$ cat config.mk
export PLATFORM = sky130hd
export DESIGN_NAME = vga_pixel_requester_flat
export DESIGN_NICKNAME = d
export VERILOG_FILES = /design/src/rtl/vga_pixel_requester_if.sv /design/src/rtl/vga_pixel_requester.sv /design/src/flat_wrapper.sv
export SDC_FILE = /design/constraint.sdc
export NUM_CORES = 1
export LEC_CHECK = 0
export ABC_AREA = 1
export BUFFER_PORTS_ARGS = -buffer_cell sky130_fd_sc_hd__buf_2
export CAP_MARGIN = 0
export CORE_UTILIZATION = 56
export CTS_BUF_LIST = sky130_fd_sc_hd__clkbuf_2
export DETAILED_ROUTE_END_ITERATION = 12
export PLACE_DENSITY = 0.95
export SYNTH_ARGS = -nofsm -noshare
export SYNTH_HDL_FRONTEND = slang
export SYNTH_SLANG_ARGS = --single-unit
$ cat constraint.sdc
create_clock -name CLK -period 3.6 [get_ports CLK]
set_clock_uncertainty 0.2 [all_clocks]
set_input_delay 0.36 -clock CLK [delete_from_list [all_inputs] [get_ports CLK]]
set_output_delay 0.36 -clock CLK [all_outputs]
set_load 0.05 [all_outputs]
$ cat src/rtl/vga_pixel_requester_if.sv
// vga_pixel_requester_if: drawer coordinate/colour handshake plus DAC-side pins
interface vga_pixel_requester_if;
  logic [10:0] oCoord_X;
  logic [10:0] oCoord_Y;
  logic        frame_start;
  logic        drawing_request;
  logic [7:0]  mVGA_RGB;
  logic [7:0]  VGA_R;
  logic [7:0]  VGA_G;
  logic [7:0]  VGA_B;
  logic        VGA_HS;
  logic        VGA_VS;
  logic        VGA_BLANK_N;
  modport master (
    output oCoord_X, oCoord_Y, frame_start, VGA_R, VGA_G, VGA_B, VGA_HS, VGA_VS, VGA_BLANK_N,
    input  drawing_request, mVGA_RGB
  );
  modport slave (
    input  oCoord_X, oCoord_Y, frame_start, VGA_R, VGA_G, VGA_B, VGA_HS, VGA_VS, VGA_BLANK_N,
    output drawing_request, mVGA_RGB
  );
endinterface

$ cat src/rtl/vga_pixel_requester.sv
// vga_pixel_requester: raster timing, coordinate issue to drawers, and registered DAC pins
module vga_pixel_requester #(
  parameter int H_ACTIVE = 640,
  parameter int H_FP = 16,
  parameter int H_SYNC = 96,
  parameter int H_BP = 48,
  parameter int V_ACTIVE = 480,
  parameter int V_FP = 10,
  parameter int V_SYNC = 2,
  parameter int V_BP = 33,
  parameter int DRAW_LATENCY = 1,
  parameter logic [7:0] BG_COLOR = 8'h00
) (
  input logic CLK,
  input logic RESET,
  vga_pixel_requester_if.master bus
);
  localparam int H_TOTAL = H_ACTIVE + H_FP + H_SYNC + H_BP;
  localparam int V_TOTAL = V_ACTIVE + V_FP + V_SYNC + V_BP;
  logic [10:0] h_cnt, v_cnt;
  logic h_wrap, v_wrap, active, hs_n, vs_n;
  logic [DRAW_LATENCY-1:0] active_d, hs_d, vs_d;
  logic [7:0] color;
  assign h_wrap = h_cnt == 11'(H_TOTAL - 1);
  assign v_wrap = v_cnt == 11'(V_TOTAL - 1);
  assign bus.oCoord_X = h_cnt;
  assign bus.oCoord_Y = v_cnt;
  assign bus.frame_start = h_cnt == 11'd0 && v_cnt == 11'd0 && !RESET;
  always_ff @(posedge CLK) begin
    if (RESET) begin
      h_cnt <= '0;
      v_cnt <= '0;
    end else begin
      h_cnt <= h_wrap ? '0 : h_cnt + 11'd1;
      if (h_wrap) v_cnt <= v_wrap ? '0 : v_cnt + 11'd1;
    end
  end
  always_comb begin
    active = h_cnt < 11'(H_ACTIVE) && v_cnt < 11'(V_ACTIVE);
    hs_n = !(h_cnt >= 11'(H_ACTIVE + H_FP) && h_cnt < 11'(H_ACTIVE + H_FP + H_SYNC));
    vs_n = !(v_cnt >= 11'(V_ACTIVE + V_FP) && v_cnt < 11'(V_ACTIVE + V_FP + V_SYNC));
  end
  // delay line keeps timing aligned with the drawers' DRAW_LATENCY-cycle pipeline
  always_ff @(posedge CLK) begin
    if (RESET) begin
      active_d <= '0;
      hs_d <= '1;
      vs_d <= '1;
    end else begin
      active_d <= DRAW_LATENCY'({active_d, active});
      hs_d <= DRAW_LATENCY'({hs_d, hs_n});
      vs_d <= DRAW_LATENCY'({vs_d, vs_n});
    end
  end
  always_comb color = !active_d[DRAW_LATENCY-1] ? 8'h00 : bus.drawing_request ? bus.mVGA_RGB : BG_COLOR;
  always_ff @(posedge CLK) begin
    if (RESET) begin
      bus.VGA_R <= '0;
      bus.VGA_G <= '0;
      bus.VGA_B <= '0;
      bus.VGA_HS <= 1'b1;
      bus.VGA_VS <= 1'b1;
      bus.VGA_BLANK_N <= 1'b0;
    end else begin
      bus.VGA_R <= {color[7:5], color[7:5], color[7:6]};
      bus.VGA_G <= {color[4:2], color[4:2], color[4:3]};
      bus.VGA_B <= {color[1:0], color[1:0], color[1:0], color[1:0]};
      bus.VGA_HS <= hs_d[DRAW_LATENCY-1];
      bus.VGA_VS <= vs_d[DRAW_LATENCY-1];
      bus.VGA_BLANK_N <= active_d[DRAW_LATENCY-1];
    end
  end
endmodule

$ cat src/flat_wrapper.sv
// flat-port wrapper written by rule: the top's interface ports become plain ports
module vga_pixel_requester_flat 
#(
  parameter int H_ACTIVE = 640,
  parameter int H_FP = 16,
  parameter int H_SYNC = 96,
  parameter int H_BP = 48,
  parameter int V_ACTIVE = 480,
  parameter int V_FP = 10,
  parameter int V_SYNC = 2,
  parameter int V_BP = 33,
  parameter int DRAW_LATENCY = 1,
  parameter logic [7:0] BG_COLOR = 8'h00
)
  (CLK, RESET, bus_oCoord_X, bus_oCoord_Y, bus_frame_start, bus_VGA_R, bus_VGA_G, bus_VGA_B, bus_VGA_HS, bus_VGA_VS, bus_VGA_BLANK_N, bus_drawing_request, bus_mVGA_RGB);
  vga_pixel_requester_if bus_i ();
  input logic CLK;
  input logic RESET;
  output wire logic [$bits(bus_i.oCoord_X)-1:0] bus_oCoord_X;
  output wire logic [$bits(bus_i.oCoord_Y)-1:0] bus_oCoord_Y;
  output wire logic [$bits(bus_i.frame_start)-1:0] bus_frame_start;
  output wire logic [$bits(bus_i.VGA_R)-1:0] bus_VGA_R;
  output wire logic [$bits(bus_i.VGA_G)-1:0] bus_VGA_G;
  output wire logic [$bits(bus_i.VGA_B)-1:0] bus_VGA_B;
  output wire logic [$bits(bus_i.VGA_HS)-1:0] bus_VGA_HS;
  output wire logic [$bits(bus_i.VGA_VS)-1:0] bus_VGA_VS;
  output wire logic [$bits(bus_i.VGA_BLANK_N)-1:0] bus_VGA_BLANK_N;
  input wire logic [$bits(bus_i.drawing_request)-1:0] bus_drawing_request;
  input wire logic [$bits(bus_i.mVGA_RGB)-1:0] bus_mVGA_RGB;
  assign bus_oCoord_X = bus_i.oCoord_X;
  assign bus_oCoord_Y = bus_i.oCoord_Y;
  assign bus_frame_start = bus_i.frame_start;
  assign bus_VGA_R = bus_i.VGA_R;
  assign bus_VGA_G = bus_i.VGA_G;
  assign bus_VGA_B = bus_i.VGA_B;
  assign bus_VGA_HS = bus_i.VGA_HS;
  assign bus_VGA_VS = bus_i.VGA_VS;
  assign bus_VGA_BLANK_N = bus_i.VGA_BLANK_N;
  assign bus_i.drawing_request = bus_drawing_request;
  assign bus_i.mVGA_RGB = bus_mVGA_RGB;
  vga_pixel_requester #(.H_ACTIVE(H_ACTIVE), .H_FP(H_FP), .H_SYNC(H_SYNC), .H_BP(H_BP), .V_ACTIVE(V_ACTIVE), .V_FP(V_FP), .V_SYNC(V_SYNC), .V_BP(V_BP), .DRAW_LATENCY(DRAW_LATENCY), .BG_COLOR(BG_COLOR)) u_core (.CLK(CLK), .RESET(RESET), .bus(bus_i));
endmodule
==> results of run 1 <==
## how the worst max path moves through the flow
stage	endpoint	slack, ns	depth (start not counted)
2_1_floorplan	bus_frame_start	1.33	6
3_3_place_gp	bus_frame_start	1.83	5
3_5_place_dp	bus_frame_start	1.79	7
4_1_cts	bus_frame_start	1.33	7
5_1_grt	bus_frame_start	1.19	7
6_report	bus_frame_start	1.32	7
## routing by layer
metal,part of all wire (%),track usage (%)
met1,42,27.5
met2,49,44.6
met3,7.2,6.11
met4,1.8,10.2
met5,0,0
## kinds of logic after synthesis
| group | Yosys count | share of synthesized area, % |
|---|---|---|
| fa+ha+maj | 4 | 2.72 |
| flops | 36 | 39.2 |
| buf+inv | 63 | 16.7 |
| compound gates | 21 | 6.87 |
| xor+xnor | 3 | 1.43 |
| simple gates | 131 | 33.1 |
## cell type report
type	count	area (µm²)	area share [%]
clock buffer	5	25.0	1.11
clock inverter	3	90.1	4.01
inverter	43	161	7.19
multi-input combinational	159	812	36.2
sequential	36	721	32.1
tap	44	55.1	2.45
timing repair buffer	68	380	16.9
## where the power goes
group	leakage, nW	internal, mW	switching, mW
clock	0.0632	0.257	0.140
combinational	0.781	0.0242	0.0629
sequential	0.292	0.405	0.00524
total	1.14	0.686	0.208
## what timing repair did
item	in CTS	in global routing
endpoints found under the setup margin	0	0
hold endpoints to repair	8	0
hold buffers	8	0
## cell usage in the layout (no fill, tap or decap)
master          n
nand3_4         1
clkbuf_2        5
nand2_4         1
nor2_2          3
a21oi_2         3
o21ai_1         3
nor2_4          1
ha_1            4
o2111ai_1       1
nor3_2          3
inv_1          43
nand3_1        17
nor2_1         45
dfxtp_1        36
bufinv_16       3
o21ai_0         3
dlygate4sd3_1   8
o21a_1          1
nor4_1          1
o22ai_1         1
a211oi_1        1
nand4_1         7
xor2_1          3
nor3_1          3
nand2_1        42
buf_2          60
a21oi_1         8
or2_2           3
nand2_2         4
## registers in the layout, indices dropped and copies added (netlist names)
| register | count |
|---|---|
| u_core.active_d | 1 |
| u_core.bus.VGA_B | 2 |
| u_core.bus.VGA_BLANK_N | 1 |
| u_core.bus.VGA_G | 3 |
| u_core.bus.VGA_HS | 1 |
| u_core.bus.VGA_R | 3 |
| u_core.bus.VGA_VS | 1 |
| u_core.bus.oCoord_X | 11 |
| u_core.bus.oCoord_Y | 11 |
| u_core.hs_d | 1 |
| u_core.vs_d | 1 |
## worst reg2reg max path, cell delays in order (launching register included)
cell	delay, ns
dfxtp_1	0.44
ha_1	0.26
nand3_4	0.14
nor2_2	0.16
nand2_2	0.13
nand2_4	0.20
nand2_2	0.11
inv_1	0.08
a21oi_1	0.04
==> flow_summary_export.csv, run 1 <==
group,metric,value,unit
cells_and_area,area.growth.synth_to_final,22.0,%
critical_path,critPathLaunch,"u_core.bus.oCoord_Y[0]$_SDFFE_PP0N_",
timing,relSlewSlack,78.9,%
critical_path,slowest_stage,"dfxtp_1",
floorplanning,io-pin-count,61,
timing,whs,0.0522,ns
placed_design,placed_area,2050,µm²
logic_synthesis,synth_edf_count,0,
critical_path,crit_arrival,1.72,ns
clock_tree,numCtsBuffers,5,
global_routing,antenna_found_initial,0,
pwr,total_power,0.895,mW
logic_synthesis,ys_seq_area_share,39.2,%
clock_tree,cts_resized,0,
clock_tree,clock-sinks,36,
cells_and_area,nNetsFinal,328,
floorplanning,dieArea,3520,µm²
critical_path,required,3.04,ns
critical_path,reg2reg_from,"u_core.bus.oCoord_X[0]$_SDFF_PP0_",
pwr,ir_worst_vdd,0.256,mV
job,maxCapViolCount,0,
cells_and_area,final_cell_area,2240,µm²
timing,max_freq,0.439,GHz
critical_path,slowest_delay,0.39,ns
timing,finalHoldViolCount,0,
hold_path,hold_start,"RESET",
routing,routed_via_density,4.89,
logic_synthesis,ys_types,29,
critical_path,reg2reg_depth,8,
clock_tree,htreeDepth,2,
logic_synthesis,yosys_register_bits,36,
routing,drt_iter0_drc,87,
timing,drv_slew,0,
hold_path,hold_end,"u_core.bus.oCoord_Y[8]$_SDFFE_PP0N_",
global_routing,grt_first_pass_wirelength,6530,µm
clock_tree,cts_tree,"yes",
logic_synthesis,ys_async_sr_fraction,0,%
clock_tree,clockBufferDepth,2,
floorplanning,die_h,59.3,µm
timing,worst_pin_slew,0.317,ns
cells_and_area,drive_above_1_share,27.7,%
critical_path,critPathLaunchType,"flip-flop",
clock_tree,clk_latency,0.39,ns
routing,routed_wl,4110,µm
clock_tree,clk_pin_slew,0.20,ns
placed_design,routabilityCongestion,0.951,
logic_synthesis,yosys_warnings,0,
routing,drc_errors,0,
cells_and_area,antenna_cells,0,
timing,fin_ws,1.32,ns
logic_synthesis,netlist_top_cells_count,"45 x nor2_1, 43 x inv_1, 42 x nand2_1",
global_routing,grtUsageTotal,24.8,%
placed_design,placed_cells,342,
hold_path,hp-class,"in -> reg",
timing,rsz0062_at_grt,"false",
logic_synthesis,synth_top_cell_by_area,"dfxtp_1",
logic_synthesis,postSynthCellCount,258,
logic_synthesis,synth.most_common_cell,"nor2_1",
timing,tns,0,ns
critical_path,path_delay_family,"simple AND/OR/NAND/NOR gates",
logic_synthesis,ys_top_cells_by_area,"dfxtp_1 39%, nor2_1 9.2%, inv_1 8.8%",
logic_synthesis,syn_area,1840,µm²
floorplanning,initial_core_util,59.8,%
global_routing,first_global_vias,1565,
placed_design,place_ws,1.79,ns
clock_tree,cts_setup_buffers,0,
critical_path,cp-end-kind,"output port",
cells_and_area,num-fill-cells,252,
critical_path,cpMostUsedCell,"nor2_1",
timing,fin_crit_sh,63.2,%
critical_path,r2r-end,"u_core.bus.oCoord_Y[4]$_SDFFE_PP0N_",
critical_path,rrSetupSlack,1.77,ns
floorplanning,coreArea,3080,µm²
global_routing,overflow,0,
cells_and_area,instances_no_fill,358,
logic_synthesis,syn_avg_cell_area,7.13,µm²
routing,drtPass1Iterations,4,
pwr,p_per_area,399,nW/µm²
timing,min_period,2.28,ns
pwr,p_leak,1.14,nW
routing,ant_nets,0,
placed_design,dp_hpwl,2940,µm
logic_synthesis,synth_top_area_share,39.2,%
floorplanning,placementRows,20,
floorplanning,fp.dieW,59.3,µm
hold_path,min_path_cells,2,
critical_path,path_class,"reg -> out",
critical_path,path_buf_inv,2,
status,outcome,"completed",
global_routing,grt_max_degree,14,
placed_design,io_buffers,60,
timing,setup_viol,0,
routing,vias,1752,
clock_tree,root_buffer,"clkbuf_2",
routing,wl_per_cell,11.5,µm
logic_synthesis,ys.flop_type,"dfxtp_1",
critical_path,crit_fanout,5,
critical_path,worstPathCellList,"inv_1 -> ha_1 -> nand3_1 -> nor2_1 -> nand4_1 -> nor2_1 -> buf_2",
logic_synthesis,synth_nets,273,
cells_and_area,final_util,72.9,%
(Power assumes the default switching activity.)
==> inputs of run 2 (changes only) <==
Settings changed: ABC_AREA 1 to 0, CORE_UTILIZATION 56 to 50, PLACE_DENSITY 0.95 to 0.93.
Clock period 3.6 ns to 2.2 ns, I/O delays scaled along.
==> run 2 against run 1 <==
  * Cell count down 16%
  * Combinational power increased by 80%
  * Sequential power rose by 62%
  * Critical path type unchanged
  * Largest cell class unchanged
  * Largest power group unchanged
==> flow_summary_export.csv, run 2 <==
group,metric,value,unit
timing,setup_viol,0,
floorplanning,io-pin-count,61,
placed_design,place_ws,0.0928,ns
logic_synthesis,synth_top_area_share,44.0,%
timing,max_freq,0.461,GHz
cells_and_area,nNetsFinal,269,
routing,routed_via_density,5.45,
global_routing,first_global_vias,1377,
logic_synthesis,ys_seq_area_share,44.0,%
critical_path,r2r-end,"u_core.bus.oCoord_Y[8]$_SDFFE_PP0N_",
routing,vias,1630,
pwr,p_leak,1.10,nW
floorplanning,fp.dieW,59.3,µm
logic_synthesis,yosys_warnings,0,
pwr,switching_share,26.7,%
critical_path,required,1.78,ns
cells_and_area,antenna_cells,0,
timing,rsz0062_at_grt,"true",
hold_path,hold_start,"RESET",
placed_design,dp_hpwl,2650,µm
clock_tree,clockBufferDepth,2,
critical_path,slowest_delay,0.49,ns
logic_synthesis,ys_top_cells_by_area,"dfxtp_1 44%, buf_4 7.3%, xnor2_1 4.3%",
logic_synthesis,yosys_register_bits,36,
job,maxCapViolCount,0,
clock_tree,clock-sinks,36,
logic_synthesis,ys_types,28,
routing,routed_wl,4160,µm
critical_path,rrSetupSlack,0.04,ns
pwr,p_per_area,544,nW/µm²
floorplanning,die_h,59.3,µm
logic_synthesis,synth_xor_area_share,7.48,%
logic_synthesis,postSynthCellCount,182,
logic_synthesis,synth_top_family_by_area,"simple AND/OR/NAND/NOR gates",
critical_path,reg2reg_depth,4,
critical_path,cp-end-kind,"output port",
logic_synthesis,synthAdderAreaFrac,3.05,%
placed_design,io_buffers,60,
pwr,ir_worst_vdd,0.631,mV
floorplanning,coreArea,3080,µm²
critical_path,path_buf_inv,1,
routing,drtPass1Iterations,4,
timing,drv_slew,0,
cells_and_area,drive_above_1_share,43.1,%
critical_path,worstPathCellList,"or3_1 -> nor4_4 -> buf_6",
pwr,switchingPower,0.330,mW
logic_synthesis,synth.most_common_cell,"dfxtp_1",
critical_path,path_delay_family,"simple AND/OR/NAND/NOR gates",
hold_path,min_path_cells,3,
floorplanning,placementRows,20,
clock_tree,clk_latency,0.38,ns
logic_synthesis,ys.flop_type,"dfxtp_1",
placed_design,routabilityCongestion,0.826,
routing,ant_nets,0,
timing,finalHoldViolCount,0,
logic_synthesis,synth_nets,197,
cells_and_area,area.growth.synth_to_final,38.5,%
hold_path,hold_end,"u_core.active_d$_SDFF_PP0_",
global_routing,overflow,0,
logic_synthesis,netlist_top_cells_count,"36 x dfxtp_1, 18 x nor2_1, 16 x buf_4",
clock_tree,clk_pin_slew,0.17,ns
critical_path,critPathLaunchType,"flip-flop",
pwr,p_comb_share,12.7,%
clock_tree,htreeDepth,2,
floorplanning,initial_core_util,53.3,%
timing,min_period,2.17,ns
routing,drc_errors,0,
critical_path,crit_fanout,5,
critical_path,path_class,"reg -> out",
pwr,p_clk_share,33.3,%
clock_tree,root_buffer,"clkbuf_2",
global_routing,grt_max_degree,12,
routing,drt_iter0_drc,63,
global_routing,antenna_found_initial,0,
logic_synthesis,yosys.area_share.simple,28.5,%
hold_path,hp-class,"in -> reg",
clock_tree,numCtsBuffers,5,
logic_synthesis,synth-compound-area-share,4.66,%
timing,worst_pin_slew,0.422,ns
pwr,total_power,1.23,mW
logic_synthesis,ys_async_sr_fraction,0,%
clock_tree,cts_tree,"yes",
timing,tns,0,ns
cells_and_area,mostFrequentLayoutCell,"buf_2",
logic_synthesis,synth_top_cell_by_area,"dfxtp_1",
global_routing,grt_first_pass_wirelength,6400,µm
critical_path,slowest_stage,"or3_1",
pwr,seq_power_share,53.9,%
routing,wl_per_cell,13.9,µm
logic_synthesis,muxShareOfSynthArea,0,%
global_routing,grtUsageTotal,24.5,%
critical_path,reg2reg_from,"u_core.bus.oCoord_X[5]$_SDFF_PP0_",
timing,relSlewSlack,71.8,%
logic_synthesis,synth_edf_count,0,
logic_synthesis,syn_avg_cell_area,9.01,µm²
critical_path,crit_arrival,1.75,ns
status,outcome,"completed",
logic_synthesis,syn_area,1640,µm²
floorplanning,dieArea,3510,µm²
cells_and_area,final_cell_mix,"59 x buf_2, 24 x dfxtp_1, 18 x nor2_1, 17 x dlygate4sd3_1, 14 x buf_4",
timing,fin_crit_sh,98.7,%
timing,fin_ws,0.0294,ns
pwr,intPower,0.905,mW
[run 2: changes by cell type after synthesis, sizes merged, moves of 6 or more]
cell	delta
inv	-35
or3	+6
nor4	+7
a21oi	-7
nor2	-31
and3	+9
nand3	-8
clkbuf	+7
xnor2	+8
nand2	-42
[run 2: logic make-up after synthesis]
family | count (synthesis)
XOR/XNOR | 14
AND/OR/NAND/NOR | 82
AO/OA/AOI/OAI | 12
flip-flops | 36
adder cells (fa/ha/maj) | 4
buffers and inverters | 34
[run 2: area by class of cell]
class,count,area [µm²]
clock inverters,2,35.0
fillers,234,807
repair buffers,91,582
flip-flops and latches,36,751
clock buffers,6,30.0
multi-input cells,112,788
well taps,44,55.1
inverters,8,30.0
[run 2: per-stage QoR]
stage | instance area (µm²) | hold WS (ns) | instances | util [%]
6_report | 2270 | 0.0426 | 299 | 73.8
5_1_grt | 2270 | 0.0216 | 299 | 73.8
4_1_cts | 2180 | 0.0178 | 292 | 70.8
3_5_place_dp | 1910 | 0.195 | 267 | 62.0
3_3_place_gp | 1910 | 0.195 | 267 | 62.0
2_1_floorplan | 1670 | 0.166 | 182 | -
[run 2: timing repair]
| action | 4_1_cts | 5_1_grt |
|---|---|---|
| gates cloned | 0 | 0 |
| hold buffers | 17 | 0 |
| pin swaps | 1 | 3 |
| endpoints found under the hold margin | 12 | 0 |
| gates resized for setup | 6 | 15 |
| buffers inserted | 0 | 7 |
| endpoints found under the setup margin | 1 | 4 |
[run 2: how the worst max path moves through the flow]
stage	from	end	depth (start not counted)
2_1_floorplan	u_core.bus.oCoord_X[5]$_SDFF_PP0_	u_core.bus.oCoord_Y[9]$_SDFFE_PP0N_	6
3_3_place_gp	u_core.bus.oCoord_X[5]$_SDFF_PP0_	u_core.bus.oCoord_Y[9]$_SDFFE_PP0N_	4
3_5_place_dp	u_core.bus.oCoord_X[5]$_SDFF_PP0_	u_core.bus.oCoord_Y[10]$_SDFFE_PP0N_	4
4_1_cts	u_core.bus.oCoord_X[5]$_SDFF_PP0_	bus_frame_start	5
5_1_grt	u_core.bus.oCoord_Y[0]$_SDFFE_PP0N_	bus_frame_start	6
6_report	u_core.bus.oCoord_Y[10]$_SDFFE_PP0N_	bus_frame_start	3
[run 2: per-layer routing]
metal	part of all wire [%]	global-route usage, %
met1	39	28.9
met2	47	41.3
met3	11	9.17
met4	2.3	7.14
met5	0	0
[run 2: power groups by stage]
stage	Combinational (mW)	Sequential (mW)	Clock (mW)
3_5_place_dp	0.135	0.686	0
3_3_place_gp	0.135	0.684	0
4_1_cts	0.156	0.672	0.423
5_1_grt	0.167	0.669	0.463
2_1_floorplan	0.0768	0.719	0
6_report	0.157	0.666	0.412
[run 2: worst min-delay path, cell delays in order]
cell	delay, ns
buf_2	0.09
or3_1	0.21
nor4bb_1	0.08
==> inputs of run 3 (changes only) <==
Settings changed: REMOVE_ABC_BUFFERS set to 1.
==> run 3 against run 2 <==
  * The flow now finishes with violations (negative setup slack)
  * Wire length rose by 5.7%
  * Global-route usage rose by 1.6 points
  * Sequential power barely moved
  * First-iteration DRC count rose by 17%
  * Setup slack got worse by 0.040 ns
  * Combinational power rose by 4%
  * Cell area fell by 0.88%
  * Fmax fell by 1.8%
  * Via count fell by 0.80%
  * Non-clock buffer count rose by 6
  * Worst hold slack improved by 0.092 ns
  * Sequential cell count did not move
  * Highest routed layer unchanged
==> flow_summary_export.csv, run 3 (same netlist as run 2, synthesis figures left out) <==
group,metric,value,unit
status,outcome,"finished with violations",
status,violations,"negative setup slack",
hold_path,hp-class,"in -> reg",
timing,worst_pin_slew,0.452,ns
critical_path,cp-end-kind,"output port",
critical_path,critPathLaunchType,"flip-flop",
floorplanning,coreArea,3080,µm²
floorplanning,dieArea,3510,µm²
placed_design,dp_hpwl,2720,µm
timing,relSlewSlack,69.8,%
global_routing,grt_first_pass_wirelength,6620,µm
global_routing,overflow,0,
global_routing,first_global_vias,1430,
timing,drv_slew,0,
global_routing,antenna_found_initial,0,
critical_path,critPathLaunch,"u_core.bus.oCoord_Y[9]$_SDFFE_PP0N_",
pwr,p_per_area,495,nW/µm²
pwr,ir_worst_vdd,0.243,mV
critical_path,path_class,"reg -> out",
clock_tree,clock-sinks,36,
critical_path,crit_fanout,6,
cells_and_area,drive_above_1_share,40.4,%
critical_path,reg2reg_from,"u_core.bus.oCoord_X[7]$_SDFF_PP0_",
timing,fin_crit_sh,100,%
routing,routed_via_density,5.32,
routing,drt_iter0_drc,74,
floorplanning,initial_core_util,53.3,%
cells_and_area,antenna_cells,0,
timing,max_freq,0.452,GHz
clock_tree,clk_latency,0.38,ns
global_routing,gr-usage-met3,9.83,%
clock_tree,numCtsBuffers,5,
cells_and_area,final_cell_mix,"59 x buf_2, 30 x dfxtp_1, 19 x buf_4, 18 x nor2_1, 18 x dlygate4sd3_1",
clock_tree,clk_pin_slew,0.20,ns
routing,drtPass1Iterations,4,
timing,fin_ws,-0.0106,ns
pwr,total_power,1.11,mW
cells_and_area,final_cell_area,2250,µm²
timing,rsz0062_at_grt,"true",
global_routing,gr-usage-met2,44.0,%
cells_and_area,num-fill-cells,221,
cells_and_area,mostFrequentLayoutCell,"buf_2",
hold_path,hold_start,"RESET",
timing,finalHoldViolCount,0,
clock_tree,clockBufferDepth,2,
routing,drc_errors,0,
floorplanning,die_h,59.3,µm
global_routing,grt_busiest_layer,"met2",
global_routing,grtUsageTotal,26.1,%
pwr,p_leak,1.09,nW
timing,min_period,2.21,ns
placed_design,routabilityCongestion,0.885,
routing,ant_nets,0,
routing,routed_wl,4390,µm
placed_design,placed_area,1930,µm²
critical_path,crit_arrival,1.79,ns
floorplanning,placementRows,20,
timing,setup_viol,1,
clock_tree,root_buffer,"clkbuf_2",
critical_path,required,1.78,ns
global_routing,grt_max_degree,11,
job,maxCapViolCount,0,
cells_and_area,area.growth.synth_to_final,37.3,%
floorplanning,fp.dieW,59.3,µm
routing,wl_per_cell,14.5,µm
clock_tree,htreeDepth,2,
cells_and_area,nNetsFinal,275,
global_routing,grtUsageMet1,28.2,%
floorplanning,io-pin-count,61,
routing,vias,1617,
clock_tree,cts_tree,"yes",
placed_design,io_buffers,60,
-- run 3: cell count changes in the layout (fill, tap and decap cells not counted), sizes merged --
cell	before	now
bufinv	1	0
clkbuf	6	5
clkinv	1	2
dlygate4sd3	17	18
buf	74	79
-- run 3: path summary, 6_finish.rpt --
check                                         endpoint  slack, ns  depth (start not counted)
setup / recovery                       bus_frame_start      -0.01                          3
hold reg to reg           u_core.bus.VGA_HS$_SDFF_PP1_       0.23                          1
setup reg to reg  u_core.bus.oCoord_Y[10]$_SDFFE_PP0N_       0.03                          4
hold / removal                  u_core.vs_d$_SDFF_PP1_       0.13                          4
-- run 3: metrics by stage --
step                setup WS, ns  util, %  TNS [ns]  hold slack [ns]  std cells
floorplan                 -0.712        -     -2.18           0.0924        156
global placement          0.0659     62.6         0            0.192        274
detailed placement      0.000796     62.6         0            0.194        274
CTS                     0.000179     70.4         0           0.0193        299
global route             -0.0988     73.1   -0.0988            0.131        304
finish                   -0.0106     73.1   -0.0106            0.135        304
-- run 3: timing repair --
item                                    in CTS  in global routing
resized for setup                            6                 17
buffers inserted                             0                  5
pin swaps                                    2                  3
endpoints found under the setup margin       2                  3
hold endpoints to repair                    12                  0
hold buffers                                18                  0
-- run 3: power by group --
group | internal [mW] | total (mW) | switching (mW)
sequential | 0.658 | 0.667 | 0.00842
combinational | 0.0556 | 0.164 | 0.109
clock | 0.0656 | 0.283 | 0.217
total | 0.780 | 1.11 | 0.334
-- run 3: final cells by class --
| type | instances | area (µm²) | area share [%] |
|---|---|---|---|
| flip-flops and latches | 36 | 738 | 32.8 |
| multi-input cells | 112 | 766 | 34.0 |
| well taps | 44 | 55.1 | 2.45 |
| inverters | 8 | 30.0 | 1.33 |
| clock inverters | 2 | 7.51 | 0.334 |
| repair buffers | 97 | 629 | 28.0 |
| clock buffers | 5 | 25.0 | 1.11 |
-- run 3: critical path, stage by stage (launching register included) --
cell and delay, ns:
dfxtp_1 0.41, or3_1 0.48, nor4_4 0.33, buf_6 0.20
-- run 3: layer usage --
layer | part of all wire, % | wire length, µm | vias to the layer above
li1 | - | - | 772
met1 | 40 | 1740 | 742
met2 | 48 | 2120 | 91
met3 | 9.2 | 405 | 12
met4 | 2.8 | 125 | 0
met5 | 0 | 0 | -
